<file path="src/rtl/cpu_cmd_decoder.sv">
// ASCII run-control command decoder: "g<hex>\r" starts the CPU at a PC, "q\r" halts it.
// Optional echo buffer back to the UART TX path is built when CMD_ECHO_EN is defined.

module cpu_cmd_decoder_chk #(
  parameter int ADR_W = 32
) (
  input logic             clk,
  input logic             rst,
  input logic             cpu_start,
  input logic             quit_cmd,
  input logic             cmd_err,
  input logic [ADR_W-1:0] start_adr
);

  a_one_pulse : assert property (@(posedge clk) disable iff (rst)
    $onehot0({cpu_start, quit_cmd, cmd_err}));

  // start_adr may only move together with a cpu_start pulse (or on reset)
  a_adr_stable : assert property (@(posedge clk) disable iff (rst)
    (!cpu_start && !$past(rst)) |-> $stable(start_adr));

endmodule

module cpu_cmd_decoder #(
  parameter int ADR_W   = 32,
  parameter int MAX_HEX = 8
) (
  input  logic             clk,
  input  logic             rst,
  input  logic             rx_vld,
  input  logic [7:0]       rx_data,
  input  logic             cpu_stalled,
  output logic             cpu_start,
  output logic             quit_cmd,
  output logic [ADR_W-1:0] start_adr,
  output logic             cmd_err,
  output logic             tx_vld,
  output logic [7:0]       tx_data,
  input  logic             tx_rdy
);

  localparam int CNT_W = $clog2(MAX_HEX + 1);

  localparam logic [7:0] CH_CR = 8'h0D;
  localparam logic [7:0] CH_LF = 8'h0A;
  localparam logic [7:0] CH_SP = 8'h20;
  localparam logic [7:0] CH_G  = 8'h67;
  localparam logic [7:0] CH_GU = 8'h47;
  localparam logic [7:0] CH_Q  = 8'h71;
  localparam logic [7:0] CH_QU = 8'h51;

  typedef enum logic [1:0] {
    IDLE   = 2'd0,
    GO_ADR = 2'd1,
    WAIT_Q = 2'd2,
    FLUSH  = 2'd3
  } state_t;

  state_t             state_r;
  logic [ADR_W-1:0]   shift_r;
  logic [CNT_W-1:0]   cnt_r;

  function automatic logic is_hex(input logic [7:0] c);
    logic r;
    if ((c >= 8'h30) && (c <= 8'h39)) begin
      r = 1'b1;
    end else if ((c >= 8'h41) && (c <= 8'h46)) begin
      r = 1'b1;
    end else if ((c >= 8'h61) && (c <= 8'h66)) begin
      r = 1'b1;
    end else begin
      r = 1'b0;
    end
    return r;
  endfunction

  // letters 'A'/'a' both have low nibble 1, so adding 9 yields 10..15
  function automatic logic [3:0] hex_val(input logic [7:0] c);
    logic [3:0] r;
    if (c <= 8'h39) begin
      r = c[3:0];
    end else begin
      r = c[3:0] + 4'd9;
    end
    return r;
  endfunction

  // Command FSM with registered run-control pulses and captured start PC
  always_ff @(posedge clk) begin
    if (rst) begin
      state_r   <= IDLE;
      shift_r   <= '0;
      cnt_r     <= '0;
      start_adr <= '0;
      cpu_start <= 1'b0;
      quit_cmd  <= 1'b0;
      cmd_err   <= 1'b0;
    end else begin
      cpu_start <= 1'b0;
      quit_cmd  <= 1'b0;
      cmd_err   <= 1'b0;
      if (rx_vld) begin
        case (state_r)
          IDLE: begin
            if ((rx_data == CH_G) || (rx_data == CH_GU)) begin
              state_r <= GO_ADR;
              shift_r <= '0;
              cnt_r   <= '0;
            end else if ((rx_data == CH_Q) || (rx_data == CH_QU)) begin
              state_r <= WAIT_Q;
            end else if ((rx_data == CH_CR) || (rx_data == CH_LF) || (rx_data == CH_SP)) begin
              state_r <= IDLE;
            end else begin
              state_r <= FLUSH;
            end
          end
          GO_ADR: begin
            if (is_hex(rx_data)) begin
              if (cnt_r < CNT_W'(MAX_HEX)) begin
                shift_r <= {shift_r[ADR_W-5:0], hex_val(rx_data)};
                cnt_r   <= cnt_r + CNT_W'(1);
              end else begin
                state_r <= FLUSH;
              end
            end else if (rx_data == CH_CR) begin
              state_r <= IDLE;
              if (cnt_r == '0) begin
                cmd_err <= 1'b1;
              end else if (!cpu_stalled) begin
                cmd_err <= 1'b1;
              end else begin
                start_adr <= shift_r;
                cpu_start <= 1'b1;
              end
            end else begin
              state_r <= FLUSH;
            end
          end
          WAIT_Q: begin
            if (rx_data == CH_CR) begin
              quit_cmd <= 1'b1;
              state_r  <= IDLE;
            end else begin
              state_r <= FLUSH;
            end
          end
          FLUSH: begin
            if (rx_data == CH_CR) begin
              cmd_err <= 1'b1;
              state_r <= IDLE;
            end else begin
              state_r <= FLUSH;
            end
          end
          default: begin
            state_r <= IDLE;
          end
        endcase
      end
    end
  end

`ifdef CMD_ECHO_EN
  // One-entry echo buffer; a byte arriving while full is simply not echoed
  always_ff @(posedge clk) begin
    if (rst) begin
      tx_vld  <= 1'b0;
      tx_data <= 8'h00;
    end else if (rx_vld && (!tx_vld || tx_rdy)) begin
      tx_vld  <= 1'b1;
      tx_data <= rx_data;
    end else if (tx_rdy) begin
      tx_vld  <= 1'b0;
    end
  end
`else
  logic unused_tx_rdy;
  assign unused_tx_rdy = tx_rdy;
  assign tx_vld        = 1'b0;
  assign tx_data       = 8'h00;
`endif

  cpu_cmd_decoder_chk #(.ADR_W(ADR_W)) u_chk (
    .clk       (clk),
    .rst       (rst),
    .cpu_start (cpu_start),
    .quit_cmd  (quit_cmd),
    .cmd_err   (cmd_err),
    .start_adr (start_adr)
  );

endmodule
</file>
<file path="config.mk">
export PLATFORM = sky130hd
export DESIGN_NAME = cpu_cmd_decoder
export DESIGN_NICKNAME = d
export VERILOG_FILES = /design/src/rtl/cpu_cmd_decoder.sv
export SDC_FILE = /design/constraint.sdc
export NUM_CORES = 1
export LEC_CHECK = 0
export BUFFER_PORTS_ARGS = -buffer_cell sky130_fd_sc_hd__buf_2
export CORE_ASPECT_RATIO = 0.6
export CORE_MARGIN = 4
export CORE_UTILIZATION = 54
export DETAILED_ROUTE_END_ITERATION = 12
export PLACE_DENSITY = 0.78
export SKIP_CTS_REPAIR_TIMING = 1
export SYNTH_ARGS = -nofsm -noshare
export SYNTH_HDL_FRONTEND = slang
export SYNTH_SLANG_ARGS = --single-unit
export TNS_END_PERCENT = 30
</file>
<file path="constraint.sdc">
create_clock -name clk -period 2.6 [get_ports clk]
set_clock_uncertainty 0.05 [all_clocks]
set_input_delay 0 -clock clk [delete_from_list [all_inputs] [get_ports clk]]
set_output_delay 0 -clock clk [all_outputs]
set_load 0.01 [all_outputs]
</file>
---- Yosys cells after proc, flatten, opt, wreduce, memory -nomap -nowiden ----
Cells that the tools add are included.
Widths: inputs -> output; s select.
word-level totals
  register bits ........................... 73
  bits in latches ......................... 0
  memory bits (read-only) ................. 0
  output and inout bits ................... 44
  bits of input ports ..................... 13
  RAM bits ................................ 0
  logic and storage cells ................. 82
  memories ................................ 0
operators by class
  shifts and indexed selects .............. 0
  reduce and logical (&&, ||, !) cells .... 17
  $add $sub $neg .......................... 2
  div/mod/pow operators ................... 0
  bitwise gates (word level) .............. 6
  multipliers ............................. 0
  magnitude comparators ................... 7
  eq/ne operators ......................... 14
  mux-type cells .......................... 29
operators by type and width
  operator             count
  $mux 32              3
  $pmux 32 s2          1
  $eq 8x7->1 const B   4
  $eq 8x4->1 const B   2
  $ge 8x7->1 const B   2
  $le 8x7->1 const B   2
  $mux 4               4
  $mux 1               12
  $mux 2               6
  $eq 8x6->1 const B   1
  $ge 8x6->1 const B   1
  $le 8x6->1 const B   1
  $pmux 4 s2           1
  $ne 2x2->1 const B   3
  $not 1->1            6
  $pmux 2 s3           1
  $reduce_and 6->1     1
  $reduce_or 6->1      1
  $reduce_and 5->1     1
  $add 4x1->4 const B  1
  $add 4x4->4 const B  1
  $eq 2x2->1 const B   2
  $logic_not 4->1      1
  $logic_or 1x1->1     4
  other kinds (10)     13

---- Logic depth before layout (Yosys ltp) ----
  depth in word-level cells ............... 10
  mapped depth ............................ 8
  depth with buffers taken out ............ 6

---- Least setup slack after synthesis ----
No wires, ideal clock.
  path type ............................... register to register
  from .................................... register cnt_r[0]
  to ...................................... register start_adr[10]
  slack ................................... 832 ps
  library setup time ...................... 132 ps
  period minus slack after synthesis ...... 1768 ps
  required time ........................... 2418 ps
  buffers on the path ..................... 2
  stages on the path, launching flop included .. 9
  arrival time ............................ 1586 ps
  cell sequence ........................... dfxtp_1 -> inv_1 -> ha_1 -> or3b_2 -> and2_1 -> clkbuf_1 -> buf_1 -> nand3_1 -> a21oi_1
between the ends
  cells in the longest elaborated chain, start to end .. 3
ends and longest elaborated chain
  what                        RTL line  RTL
  start: declaration          61        logic [CNT_W-1:0] cnt_r;
  start signal: assignment    121       cnt_r <= cnt_r + CNT_W'(1);
  $logic_not 4->1             127       if (cnt_r == '0) begin
  $not 1->1 (no line)         n/a
  $reduce_and 6->1 (no line)  n/a
  end signal: assignment      132       start_adr <= shift_r;
  end: declaration            35        output logic [ADR_W-1:0] start_adr,
Every way passes these cells.
A chain may end at the register's enable or synchronous reset.

---- Worst setup path after layout ----
  from .................................... register state_r[0]
  to ...................................... register shift_r[25]
between the ends
  cells in the longest elaborated chain, start to end .. 3
  elaborated cells on any way between the ends .. 8
  those cells by class .................... eq/ne: 4; mux: 1; reduce/logical: 3
ends and longest elaborated chain
  what                                                              RTL line  RTL
  start: declaration                                                59        state_t state_r;
  start signal: assignment                                          91        state_r <= IDLE;
  start signal: assignment                                          106       state_r <= GO_ADR;
  start signal: assignment                                          110       state_r <= WAIT_Q;
  $eq 2x1->1 / $logic_not 2->1 (equally long branches)              103       case (state_r)
  $ne 2x2->1 (no line) / $reduce_bool 2->1 (equally long branches)  n/a
  $reduce_and 5->1 (no line)                                        n/a
  end signal: assignment                                            120       shift_r <= {shift_r[ADR_W-5:0], hex_val(rx_data)};
  end: declaration                                                  60        logic [ADR_W-1:0] shift_r;
Several ways; a longest one is shown, not always the timed one.

==> impl_results.md <==
- Worst Path Buf+Inv: 0
- Layout Nets: 387
- # rows: 21
- Peak Freq: 445 MHz
- Register area share after synthesis: between 40% and 50%
- Critical Path Start: state_r[0]$_SDFFE_PP0P_
- Cell taking the most area after synthesis: dfxtp_1
- Via count of the first global-routing pass: 2473
- DIE AREA: 7170 um^2
- Max IR drop VDD: 0.297 mV
- Crit path capture type: register
- Starting Density: 56.1%
- Top delay family on crit path: compound AO/OA/AOI/OAI gates
- Post-synth ARST share: 0%
- Crit path max-delay cell type: o32ai_4
- Final setup viols: 0
- Mapped cell area: 3160 um^2
- Share of the synthesized area in the top cell type: 46.3%
- Max Cap Violations: 0
- Sw power: 511 uW
- DP Worst Slack: 0.131 ns
- Area share of and/or/nand/nor cells after synthesis: 14.5%
- Wire per inst: 16.2 um
- Fin Setup TNS: 0 ns
- EDFF count, synth: 0
- Worst Setup Slack, final: 0.352 ns
- CTS clk-pin slew, worst paths: ~0.080 ns
- TritonRoute pass-1 iters: 4
- Crit-path cells: nand2b_1 > o32ai_4 > a22o_1
- TritonCTS Sinks: 73
- Clock network power share: between 40 and 50%
- Worst R2R Start: state_r[0]$_SDFFE_PP0P_
- Most frequent cells in the layout: dfxtp_1 (73), buf_2 (46), o21ai_0 (38)
- Commonest non-fill, non-tap cell in the layout: dfxtp_1
- Post-synth cell types: 53
- Final number of max-transition violations: 0
- Largest family of logic cells by synthesized area: compound AO/OA/AOI/OAI gates
- Clock Latency Late Sink: between 0.3 and 0.4 ns
- #FFs+latches synth: 73
- CP Data Arrival Time: 2.47 ns
- Internal power: 1630 uW
- YS warnings: 0
- Sw frac: 23.9%
- Reg power frac: a little over half
- Filler Cells Inserted: 508
- CP max FO: 32
- Inserted Diodes: 0
- Worst min path class: in2reg
- Die Wd: 107 um
- Initial antenna violation count: 0
- Pwr dens: 599 nW/um^2
- I/O Pins: 57
- Worst-Margin Slew: 1.13 ns
- CTS H-Tree Depth: 3
- CTS tree: yes
- P_leak: between 0.001 and 0.0015 uW
- Worst EP required: approximately 2.8 ns
- Initial DRC Count: between 100 and 150
- Top_reg_cell synth: dfxtp_1
- Fin. Hold Viols: 0
- Post-Route WL: 7320 um
- Gpl congestion: approximately 0.84
- Final Util: 63.5%
- Die Span Y: just under 70 um
- Vias per std cell: 5.79
- Register area: 1460 um^2
- Setup CP Type: reg2reg
- Max incr delay on CP: between 0.9 and 1 ns
- Via Count: 2618
- Area of the multi-input gates: 1480 um^2
- Mux share of post-synthesis cell area: 0.357%
- CTS buffer count: 9
- Total GRT Usage: 21.7%
- Nature of the critical path startpoint: register
- XOR/XNOR Fraction of Synth Area: 0.277%
- Total grt overflow: 0
- Core area: 5620 um^2
- Layout cells sized above 1: 22.0%
- Min Tclk post-route: 2.25 ns
- Post-detail-place hpwl: 4780 um
- Largest net degree at the start of global routing: 42
- Clock buffer depth: 2
- Post-route DRC violation count: 0
- Post-synthesis adder-cell area fraction: 2.77%
- Hold_sp: rx_data[0]
- RSZ-0062 raised after global routing: no
- Global-route wire length before repair: between 10000 and 15000 um
- Top cells by area, synth: dfxtp_1 (46%), a22o_1 (8.9%), o21ai_0 (6.0%)
- Mapped Cells: 332
- Rel. slew slack: 24.6%
- Synth-to-Final Area Change: 13.0%
- Root buf cell: clkbuf_8
- Post-synthesis compound-gate area fraction: 27.9%
- Tcrit/Tclk final: 86.4%
- Synthesized area per cell: approximately 9.5 um^2
- Comb pwr share: 6.1%
- I/O Buffers: 46
- Final ANT Viol Nets: 0
- Status: finished, final reports clean
-- state kept, by name, indices dropped and copies added, names as in the netlist --
| register | cells |
|---|---|
| start_adr | 32 |
| cpu_start | 1 |
| shift_r | 32 |
| cnt_r | 4 |
| quit_cmd | 1 |
| cmd_err | 1 |
| state_r | 2 |
-- cells in the mapped netlist, drive strengths merged, types with 2 or more instances --
library cell  instances
a21oi                36
a22o                 32
nor4bb                2
nor2                  8
nand4                 2
nand2                 4
o31ai                 2
or3b                  2
or2                   3
a311oi                2
nand3b                3
inv                   8
nor4b                 3
o31a                  2
nor3                  3
a2111oi               2
nand2b                3
o21a                  2
and4bb                3
dfxtp                73
buf                  18
nand3                33
o21ai                38
ha                    7
a221o                 2
clkbuf               21
-- layout make-up --
| class | instances | share of cell area, % |
|---|---|---|
| inverter | 8 | 0.842 |
| clock buffer | 11 | 3.96 |
| sequential | 73 | 41.0 |
| tap | 80 | 2.81 |
| timing repair buffer | 55 | 8.42 |
| clock inverter | 5 | 1.54 |
| multi-input combinational | 220 | 41.5 |
-- kinds of logic after synthesis --
kind of cell,Yosys count
AOI/OAI and AO/OA,127
xor gates and xnor gates,1
adders and majority gates,7
buffers and inverters,47
DFF,73
muxes,1
other,1
and+or+nand+nor,75
-- routing by layer --
metal  GRT usage (%)  part of all wire (%)
met5               0                     0
met4            5.74                  0.49
met3            5.25                   5.8
met2            32.8                    43
met1            31.2                    51
-- stage by stage --
stage	power, uW	hold slack (ns)	instance area [um^2]	std cells
finish	2140	0.0166	3570	452
CTS	2140	-0.0390	3560	451
floorplan	1260	0.129	3190	340
global route	2210	0.0438	3570	452
detailed placement	1280	0.325	3360	435
global placement	1280	0.296	3360	435
-- worst min-delay path, delay by kind of cell --
kind                   cells  cell delay (ns)
AO/OA/AOI/OAI              1             0.11
buffers and inverters      1             0.13
XOR/XNOR                   1             0.13
-- final timing paths --
path | slack (ns) | cells after the start | endpoint
setup reg to reg | 0.35 | 3 | shift_r[25]$_SDFFE_PP0P_
setup / recovery | 0.35 | 3 | shift_r[25]$_SDFFE_PP0P_
hold reg to reg | 0.42 | 2 | start_adr[31]$_SDFFE_PP0P_
hold / removal | 0.02 | 3 | shift_r[0]$_SDFFE_PP0P_
-- power groups by stage --
stage                     Combinational, uW  Clock (uW)  Sequential, uW
final                                   130         880            1130
after global routing                    145         942            1130
after CTS                               127         889            1130
after detailed placement                128           0            1150
after global placement                  124           0            1150
after floorplan                         111           0            1150
(Power assumes the default switching activity.)
